### src/rtl/msrv32_decode_stage.sv
// RV32I/M instruction decoder with a small FIFO of decoded bundles.
// Instructions are decoded on push, and the head entry drives the outputs.
module msrv32_decode_stage #(
    parameter int unsigned DEPTH = 2,
    parameter int unsigned M_EXT = 0,
    parameter int unsigned CNT_W = 8
) (
    input  logic                 ms_riscv32_mp_clk_in,
    input  logic                 ms_riscv32_mp_rst_in,
    input  logic [31:0]          instr_in,
    input  logic                 instr_valid_in,
    output logic                 instr_ready_out,
    input  logic                 trap_taken_in,
    input  logic                 flush_in,
    output logic                 dec_valid_out,
    input  logic                 dec_ready_in,
    output logic [2:0]           wb_mux_sel_out,
    output logic [2:0]           imm_type_out,
    output logic [2:0]           csr_op_out,
    output logic [4+M_EXT-1:0]   alu_opcode_out,
    output logic [1:0]           load_size_out,
    output logic                 load_unsigned_out,
    output logic                 mem_wr_req_out,
    output logic                 alu_src_out,
    output logic                 iadder_src_out,
    output logic                 csr_wr_en_out,
    output logic                 rf_wr_en_out,
    output logic                 illegal_instr_out,
    output logic [4:0]           rd_addr_out,
    output logic [4:0]           rs1_addr_out,
    output logic [4:0]           rs2_addr_out,
    output logic [CNT_W-1:0]     illegal_count_out
);

    localparam int unsigned AW = 4 + M_EXT;
    localparam int unsigned PW = (DEPTH > 1) ? $clog2(DEPTH) : 1;
    localparam logic [PW:0] Full = (PW + 1)'(DEPTH);

    localparam logic [6:0] OpcLoad   = 7'b0000011;
    localparam logic [6:0] OpcMisc   = 7'b0001111;
    localparam logic [6:0] OpcOpImm  = 7'b0010011;
    localparam logic [6:0] OpcAuipc  = 7'b0010111;
    localparam logic [6:0] OpcStore  = 7'b0100011;
    localparam logic [6:0] OpcOp     = 7'b0110011;
    localparam logic [6:0] OpcLui    = 7'b0110111;
    localparam logic [6:0] OpcBranch = 7'b1100011;
    localparam logic [6:0] OpcJalr   = 7'b1100111;
    localparam logic [6:0] OpcJal    = 7'b1101111;
    localparam logic [6:0] OpcSystem = 7'b1110011;

    typedef struct packed {
        logic [2:0]    wb_mux_sel;
        logic [2:0]    imm_type;
        logic [2:0]    csr_op;
        logic [AW-1:0] alu_opcode;
        logic [1:0]    load_size;
        logic          load_unsigned;
        logic          mem_wr_req;
        logic          alu_src;
        logic          iadder_src;
        logic          csr_wr_en;
        logic          rf_wr_en;
        logic          illegal_instr;
        logic [4:0]    rd_addr;
        logic [4:0]    rs1_addr;
        logic [4:0]    rs2_addr;
    } dec_t;

    logic       rst;
    logic [6:0] opcode;
    logic [2:0] funct3;
    logic [6:0] funct7;
    logic       illegal;
    dec_t       dec_d;
    dec_t       head;

    dec_t              mem_q [DEPTH];
    logic [PW-1:0]     wr_ptr_q, rd_ptr_q;
    logic [PW:0]       count_q;
    logic [CNT_W-1:0]  ill_cnt_q;
    logic              kill, push, pop, out_valid;

    assign rst    = ms_riscv32_mp_rst_in;
    assign opcode = instr_in[6:0];
    assign funct3 = instr_in[14:12];
    assign funct7 = instr_in[31:25];

    always_comb begin
        dec_d          = '0;
        illegal        = 1'b0;
        dec_d.rd_addr  = instr_in[11:7];
        dec_d.rs1_addr = instr_in[19:15];
        dec_d.rs2_addr = instr_in[24:20];
        case (opcode)
            OpcOp: begin
                dec_d.rf_wr_en   = 1'b1;
                dec_d.alu_opcode = AW'({funct7[5], funct3});
                if (M_EXT != 0 && funct7 == 7'b0000001) begin
                    dec_d.alu_opcode = AW'({2'b10, funct3});
                end else if (funct7 != 7'b0000000 && funct7 != 7'b0100000) begin
                    illegal = 1'b1;
                end
            end
            OpcOpImm: begin
                dec_d.rf_wr_en   = 1'b1;
                dec_d.alu_src    = 1'b1;
                // Only shifts carry an arithmetic/logical select in funct7[5].
                dec_d.alu_opcode = (funct3[1:0] == 2'b01) ? AW'({funct7[5], funct3})
                                                          : AW'({1'b0, funct3});
            end
            OpcLoad: begin
                dec_d.rf_wr_en      = 1'b1;
                dec_d.wb_mux_sel    = 3'b001;
                dec_d.iadder_src    = 1'b1;
                dec_d.load_size     = funct3[1:0];
                dec_d.load_unsigned = funct3[2];
                illegal = (funct3 == 3'b011) || (funct3 == 3'b110) || (funct3 == 3'b111);
            end
            OpcStore: begin
                dec_d.mem_wr_req = 1'b1;
                dec_d.imm_type   = 3'b001;
                dec_d.iadder_src = 1'b1;
                illegal = (funct3 >= 3'b011);
            end
            OpcBranch: begin
                dec_d.imm_type = 3'b010;
                illegal = (funct3 == 3'b010) || (funct3 == 3'b011);
            end
            OpcLui: begin
                dec_d.rf_wr_en   = 1'b1;
                dec_d.wb_mux_sel = 3'b010;
                dec_d.imm_type   = 3'b011;
            end
            OpcAuipc: begin
                dec_d.rf_wr_en   = 1'b1;
                dec_d.wb_mux_sel = 3'b011;
                dec_d.imm_type   = 3'b011;
            end
            OpcJal: begin
                dec_d.rf_wr_en   = 1'b1;
                dec_d.wb_mux_sel = 3'b101;
                dec_d.imm_type   = 3'b100;
            end
            OpcJalr: begin
                dec_d.rf_wr_en   = 1'b1;
                dec_d.wb_mux_sel = 3'b101;
                dec_d.iadder_src = 1'b1;
                illegal = (funct3 != 3'b000);
            end
            OpcSystem: begin
                if (funct3 != 3'b000) begin
                    dec_d.csr_wr_en  = 1'b1;
                    dec_d.csr_op     = funct3;
                    dec_d.wb_mux_sel = 3'b100;
                    dec_d.imm_type   = funct3[2] ? 3'b101 : 3'b000;
                    dec_d.rf_wr_en   = (instr_in[11:7] != 5'd0);
                end
            end
            OpcMisc: ;
            default: illegal = 1'b1;
        endcase
        if (illegal) begin
            dec_d.rf_wr_en   = 1'b0;
            dec_d.mem_wr_req = 1'b0;
            dec_d.csr_wr_en  = 1'b0;
        end
        dec_d.illegal_instr = illegal;
    end

    assign kill            = trap_taken_in | flush_in;
    assign instr_ready_out = !rst && (count_q != Full);
    assign out_valid       = !rst && (count_q != '0);
    assign push            = instr_valid_in && instr_ready_out && !kill;
    assign pop             = out_valid && dec_ready_in && !kill;

    always_ff @(posedge ms_riscv32_mp_clk_in) begin
        if (rst) begin
            wr_ptr_q  <= '0;
            rd_ptr_q  <= '0;
            count_q   <= '0;
            ill_cnt_q <= '0;
        end else if (kill) begin
            wr_ptr_q <= '0;
            rd_ptr_q <= '0;
            count_q  <= '0;
        end else begin
            if (push) wr_ptr_q <= wr_ptr_q + PW'(1);
            if (pop)  rd_ptr_q <= rd_ptr_q + PW'(1);
            if (push && !pop)      count_q <= count_q + (PW + 1)'(1);
            else if (pop && !push) count_q <= count_q - (PW + 1)'(1);
            if (push && dec_d.illegal_instr && (ill_cnt_q != '1)) begin
                ill_cnt_q <= ill_cnt_q + CNT_W'(1);
            end
        end
    end

    always_ff @(posedge ms_riscv32_mp_clk_in) begin
        if (push) mem_q[wr_ptr_q] <= dec_d;
    end

    assign head              = out_valid ? mem_q[rd_ptr_q] : '0;
    assign dec_valid_out     = out_valid;
    assign wb_mux_sel_out    = head.wb_mux_sel;
    assign imm_type_out      = head.imm_type;
    assign csr_op_out        = head.csr_op;
    assign alu_opcode_out    = head.alu_opcode;
    assign load_size_out     = head.load_size;
    assign load_unsigned_out = head.load_unsigned;
    assign mem_wr_req_out    = head.mem_wr_req;
    assign alu_src_out       = head.alu_src;
    assign iadder_src_out    = head.iadder_src;
    assign csr_wr_en_out     = head.csr_wr_en;
    assign rf_wr_en_out      = head.rf_wr_en;
    assign illegal_instr_out = head.illegal_instr;
    assign rd_addr_out       = head.rd_addr;
    assign rs1_addr_out      = head.rs1_addr;
    assign rs2_addr_out      = head.rs2_addr;
    assign illegal_count_out = rst ? '0 : ill_cnt_q;

endmodule

### config.mk
export PLATFORM = sky130hd
export DESIGN_NAME = msrv32_decode_stage
export DESIGN_NICKNAME = d
export VERILOG_FILES = /design/src/rtl/msrv32_decode_stage.sv
export SDC_FILE = /design/constraint.sdc
export NUM_CORES = 1
export LEC_CHECK = 0
export ABC_AREA = 1
export BUFFER_PORTS_ARGS = -buffer_cell sky130_fd_sc_hd__buf_2
export CAP_MARGIN = 20
export CORE_AREA = 2 2 106 108
export DETAILED_ROUTE_END_ITERATION = 7
export DIE_AREA = 0 0 108 110
export PLACE_DENSITY = 0.71
export SYNTH_ARGS = -nofsm -noshare
export SYNTH_HDL_FRONTEND = slang
export SYNTH_SLANG_ARGS = --single-unit
export TNS_END_PERCENT = 50
### constraint.sdc
create_clock -name ms_riscv32_mp_clk_in -period 3.36 [get_ports ms_riscv32_mp_clk_in]
set_clock_uncertainty 0.05 [all_clocks]
set_input_delay 0.336 -clock ms_riscv32_mp_clk_in [delete_from_list [all_inputs] [get_ports ms_riscv32_mp_clk_in]]
set_output_delay 0.336 -clock ms_riscv32_mp_clk_in [all_outputs]
set_load 0.005 [all_outputs]
Word level (Yosys, flattened, before mapping)
Memory sizes are Yosys's and may differ from the RTL's. A register that Yosys moved wholly into a read port is not among the register bits.
Cells that the tools add are included.
Widths: inputs -> output; s select.
Operators by class
  add/sub/neg operators: 5
  order comparisons: 1
  eq/ne operators: 19
  multiplexer cells: 26
  bitwise operators: 2
  reduce and logical (&&, ||, !) cells: 30
Operators by type and width (count)
  $mux 37: 1
  $pmux 3 s5: 2
  $eq 7x7->1 const B: 4
  $eq 7x6->1 const B: 3
  $eq 7x5->1 const B: 2
  $logic_and 1x1->1: 11
  $mux 1: 10
  $mux 3: 3
  $mux 9: 1
  $add 8x1->8 const B: 1
  $mux 2: 4
  $mux 8: 1
  $ne 8x8->1 const B: 1
  $pmux 4 s2: 1
  $eq 7x2->1 const B: 1
  $eq 7x4->1 const B: 1
  $ne 7x6->1 const B: 1
  $reduce_bool 7->1: 1
  $reduce_or 7->1: 1
  $eq 3x2->1 const B: 2
  $eq 3x3->1 const B: 2
  $pmux 1 s6: 1
  $reduce_or 2->1: 3
  $reduce_or 6->1: 1
  other kinds (17): 24
Storage, ports and cells
  bits in registers: 12
  RAM bits: 74
  output and inout bits: 47
  memories: 1
Memories
  mem_q: depth 2, bits a word 37, rd ports 1, clocked after Yosys merged registers in 1, write ports 1, RTL line 77  | dec_t mem_q [DEPTH];

Depth between registers and ports, before layout
  word-level depth: 8
  gate-level depth with buffers: 11

Worst setup path after synthesis
OpenSTA, ideal clock, no wires.
  path type: input-to-reg
  from: input port ms_riscv32_mp_rst_in
  to: memory mem_q[1][0] in the netlist's numbering, enable pin
  arrival: 2495 ps
  data required time: 2877 ps
  setup slack: 383 ps
  cell stages on the path: 6
  cells stage by stage: buf_6 -> inv_2 -> nand2_2 -> nor3b_4 -> inv_1 -> nor2_1
Between the ends
  longest elaborated chain between the ends: 6
Ends and longest elaborated chain
  from (decl): RTL line 9  | input logic ms_riscv32_mp_rst_in,
  $logic_not 1->1: RTL line 171  | assign instr_ready_out = !rst && (count_q != Full);
  $logic_and 1x1->1: RTL line 171
  $logic_and 1x1->1 (2 in a row): RTL line 173  | assign push = instr_valid_in && instr_ready_out && !kill;
  net push: RTL line 81  | logic kill, push, pop, out_valid;
  $mux 1: RTL line 198  | if (push) mem_q[wr_ptr_q] <= dec_d;
  $mux 1 (implied by the code): RTL line 198
  to (decl): RTL line 77
The timed path passes the listed nets, and every way through them passes these cells.

==> flow_metrics.py <==
metrics = {
    "outcome": {
        "outcome": "finished clean",
    },
    "global_routing": {
        "grt_max_degree": 39,
        "grt_pass1_vias": 2854,
        "grt_util_all_layers_pct": 14.2,
        "grt_first_pass_wirelength_mm": 13.1,
        "antenna_found_initial": 0,
        "grt_overflow": 0,
    },
    "run": {
        "max-cap-violations": 0,
    },
    "finish": {
        "nets": 514,
        "antennaDiodeCount": 0,
        "drive_gt1_share_pct": 39.0,
        "fill_cells": 1021,
        "syn2layout_area_growth_pct": 18.0,
    },
    "sta": {
        "tightest_slew_ns": 0.900,
        "tns_ns": 0,
        "timing.final.ws_setup_ns": 1.03,
        "relSlewSlack_pct": 40.0,
        "hold_viol_final": 0,
        "max_freq_mhz": 430,
        "fin_crit_sh_pct": 69.2,
        "rsz0062_at_grt": "false",
        "fin_crit_ns": 2.33,
        "setup_viol": 0,
        "maxSlewViolCount": 0,
    },
    "power": {
        "p_leak_nw": 2.22,
        "finalPower_mw": 1.98,
        "powerDensity_nw_per_um2": 397,
        "irDropWorstVdd_uv": 169,
    },
    "synthesis": {
        "synth.distinct_cells": 30,
        "avgSynthCellArea_sq_um": 10.9,
        "synth_cells": 387,
        "ys_seq_elements": 87,
        "ys_warn_count": 0,
        "syn-cell-area_sq_um": 4220,
        "ys_seq_area_share_pct": 58.8,
        "mappedNetlistNets": 427,
    },
    "detailed_routing": {
        "num_vias": 2910,
        "drc_errors": 0,
        "post_drt_wl_per_cell_um": 13.5,
        "drt-initial-drc-count": 180,
        "drt-vias-per-instance": 4.70,
        "ant_nets": 0,
        "wirelength_mm": 8.33,
        "first_pass_iters": 5,
    },
    "setup_path": {
        "critical_path.endpoint_type": "output port",
        "crit_type": "reg2out",
        "crit_path_max_incr_delay_ns": 0.92,
        "cp_top_family": "flip-flops",
        "cp_slowest_cell": "dfxtp_2",
        "worstPathArrival_ns": 1.94,
        "worst_ep_required_time_ns": 2.97,
        "path_cells": "mux2_2 > nand2_1 > inv_1 > buf_2",
        "reg2reg_from": "count_q[1]",
        "startpoint_type": "flip-flop",
        "critPathBufInv": 2,
        "rrSetupSlack_ns": 1.42,
        "worstPathMaxFanout": 37,
    },
    "clock_tree": {
        "cts_setup_buffers": 0,
        "cts_buffers": 9,
        "clock_insertion_delay_worst_skew_ns": 0.34,
        "cts_resized": 0,
        "cts_hold_buf": 0,
        "clock_path_buffers": 2,
        "h-tree-depth": 3,
        "cts_root_buf": "clkbuf_8",
        "cts_tree": "done",
        "cts.clk_slew.worst_paths_ns": 0.09,
        "cts.sinks": 87,
    },
    "floorplanning": {
        "num_rows": 38,
        "die_x_um": 108,
        "die_h_um": 110,
        "num_io_pins": 85,
        "start_util_pct": 39.5,
        "dieArea_sq_um": 11900,
        "core-area_sq_um": 10700,
    },
    "hold_path": {
        "hold_start": "instr_in[17]",
        "hold_class": "in2reg",
    },
    "placed_design": {
        "place_congestion": 0.864,
        "post-place-ws_ns": 1.16,
        "io_buffers": 84,
        "hpwl_mm": 5.61,
    },
}
-- metrics by stage --
stage          area [sq um]  instances  hold WS [ns]  util, %
2_1_floorplan          4220        387         0.385        -
3_3_place_gp           4800        603         0.420     44.8
3_5_place_dp           4800        603         0.427     44.8
4_1_cts                4990        619         0.115     46.6
5_1_grt                4990        619         0.114     46.6
6_report               4990        619         0.132     46.6
-- logic make-up (layout without fill, tap and decap cells) --
kind of cell               count (synthesis)  after routing  synth area share [%]
DFF                                       87             87                  58.8
AOI/OAI and AO/OA                         19             19                  2.93
adders and majority gates                  2              2                 0.592
muxes                                     37             37                  9.86
xor gates and xnor gates                   6              6                  1.24
and+or+nand+nor                          163            163                  19.2
buffers and inverters                     73            165                  7.38
-- cell usage after synthesis, drive strengths merged --
cell	count	area share [%]
inv	61	5.4
mux2	37	9.9
nand4	2	0.30
nor3	4	0.59
nor3b	1	0.44
edfxtp	74	53
o21a	1	0.18
o21ai	2	0.24
buf	9	1.6
clkinv	1	0.21
nand3	28	4.5
or2	2	0.30
dfxtp	13	6.2
xor2	6	1.2
a21oi	16	2.5
nand2	80	8.3
ha	2	0.59
clkbuf	2	0.18
nor2	46	4.8
-- metal layers --
layer / vias to the layer above / track usage, % / wire, um
met5: - / 0 / 0
met4: 0 / 6.23 / 132
met3: 11 / 1.88 / 346
met2: 79 / 24.0 / 4110
met1: 1382 / 18.3 / 3730
li1: 1438 / - / -
-- sequential cells by signal (all words and copies together), names as in the netlist, named ones only --
register / flops
mem_q: 74
ill_cnt_q: 8
count_q: 2
rd_ptr_q: 1
wr_ptr_q: 1
-- layout by cell type (no fill, tap or decap), types with 4 or more instances in the layout --
master / count
buf_2: 84
edfxtp_1: 74
nand2_1: 68
inv_1: 56
mux2_2: 37
nor2_1: 36
nand3_1: 18
dfxtp_1: 12
nand3_2: 10
clkbuf_8: 9
nand2_2: 8
a21oi_1: 8
a21oi_2: 7
nor2_2: 6
xor2_1: 6
inv_2: 5
nand2_4: 4
nor2_4: 4
-- worst reg2reg max path, cell delays in order (launching register included) --
cell	delay, ns
dfxtp_1	0.30
inv_1	0.13
nor2_1	0.11
nor3b_4	0.27
inv_1	0.14
nor2_4	0.10
buf_4	0.43
-- final timing paths --
| path | cells past startpoint | endpoint |
|---|---|---|
| max | 4 | csr_op_out[0] |
| min | 1 | mem_q[0][7] |
| max reg2reg | 6 | mem_q[1][22] |
| min reg2reg | 2 | flip-flop |
-- power breakdown --
part	switching [mW]	total [mW]	internal, mW
logic	0.0625	0.102	0.0391
registers	0.00282	1.18	1.17
clock network	0.359	0.704	0.345
-- layout make-up --
type	count	area, sq um	area share, %
flip-flops and latches	87	2480	49.8
repair buffers	87	443	8.88
clock buffers	11	131	2.63
inverters	62	238	4.77
multi-input cells	227	1460	29.2
clock inverters	5	58.8	1.18
well taps	140	175	3.51
No activity file was read; power rests on OpenSTA's default activity.
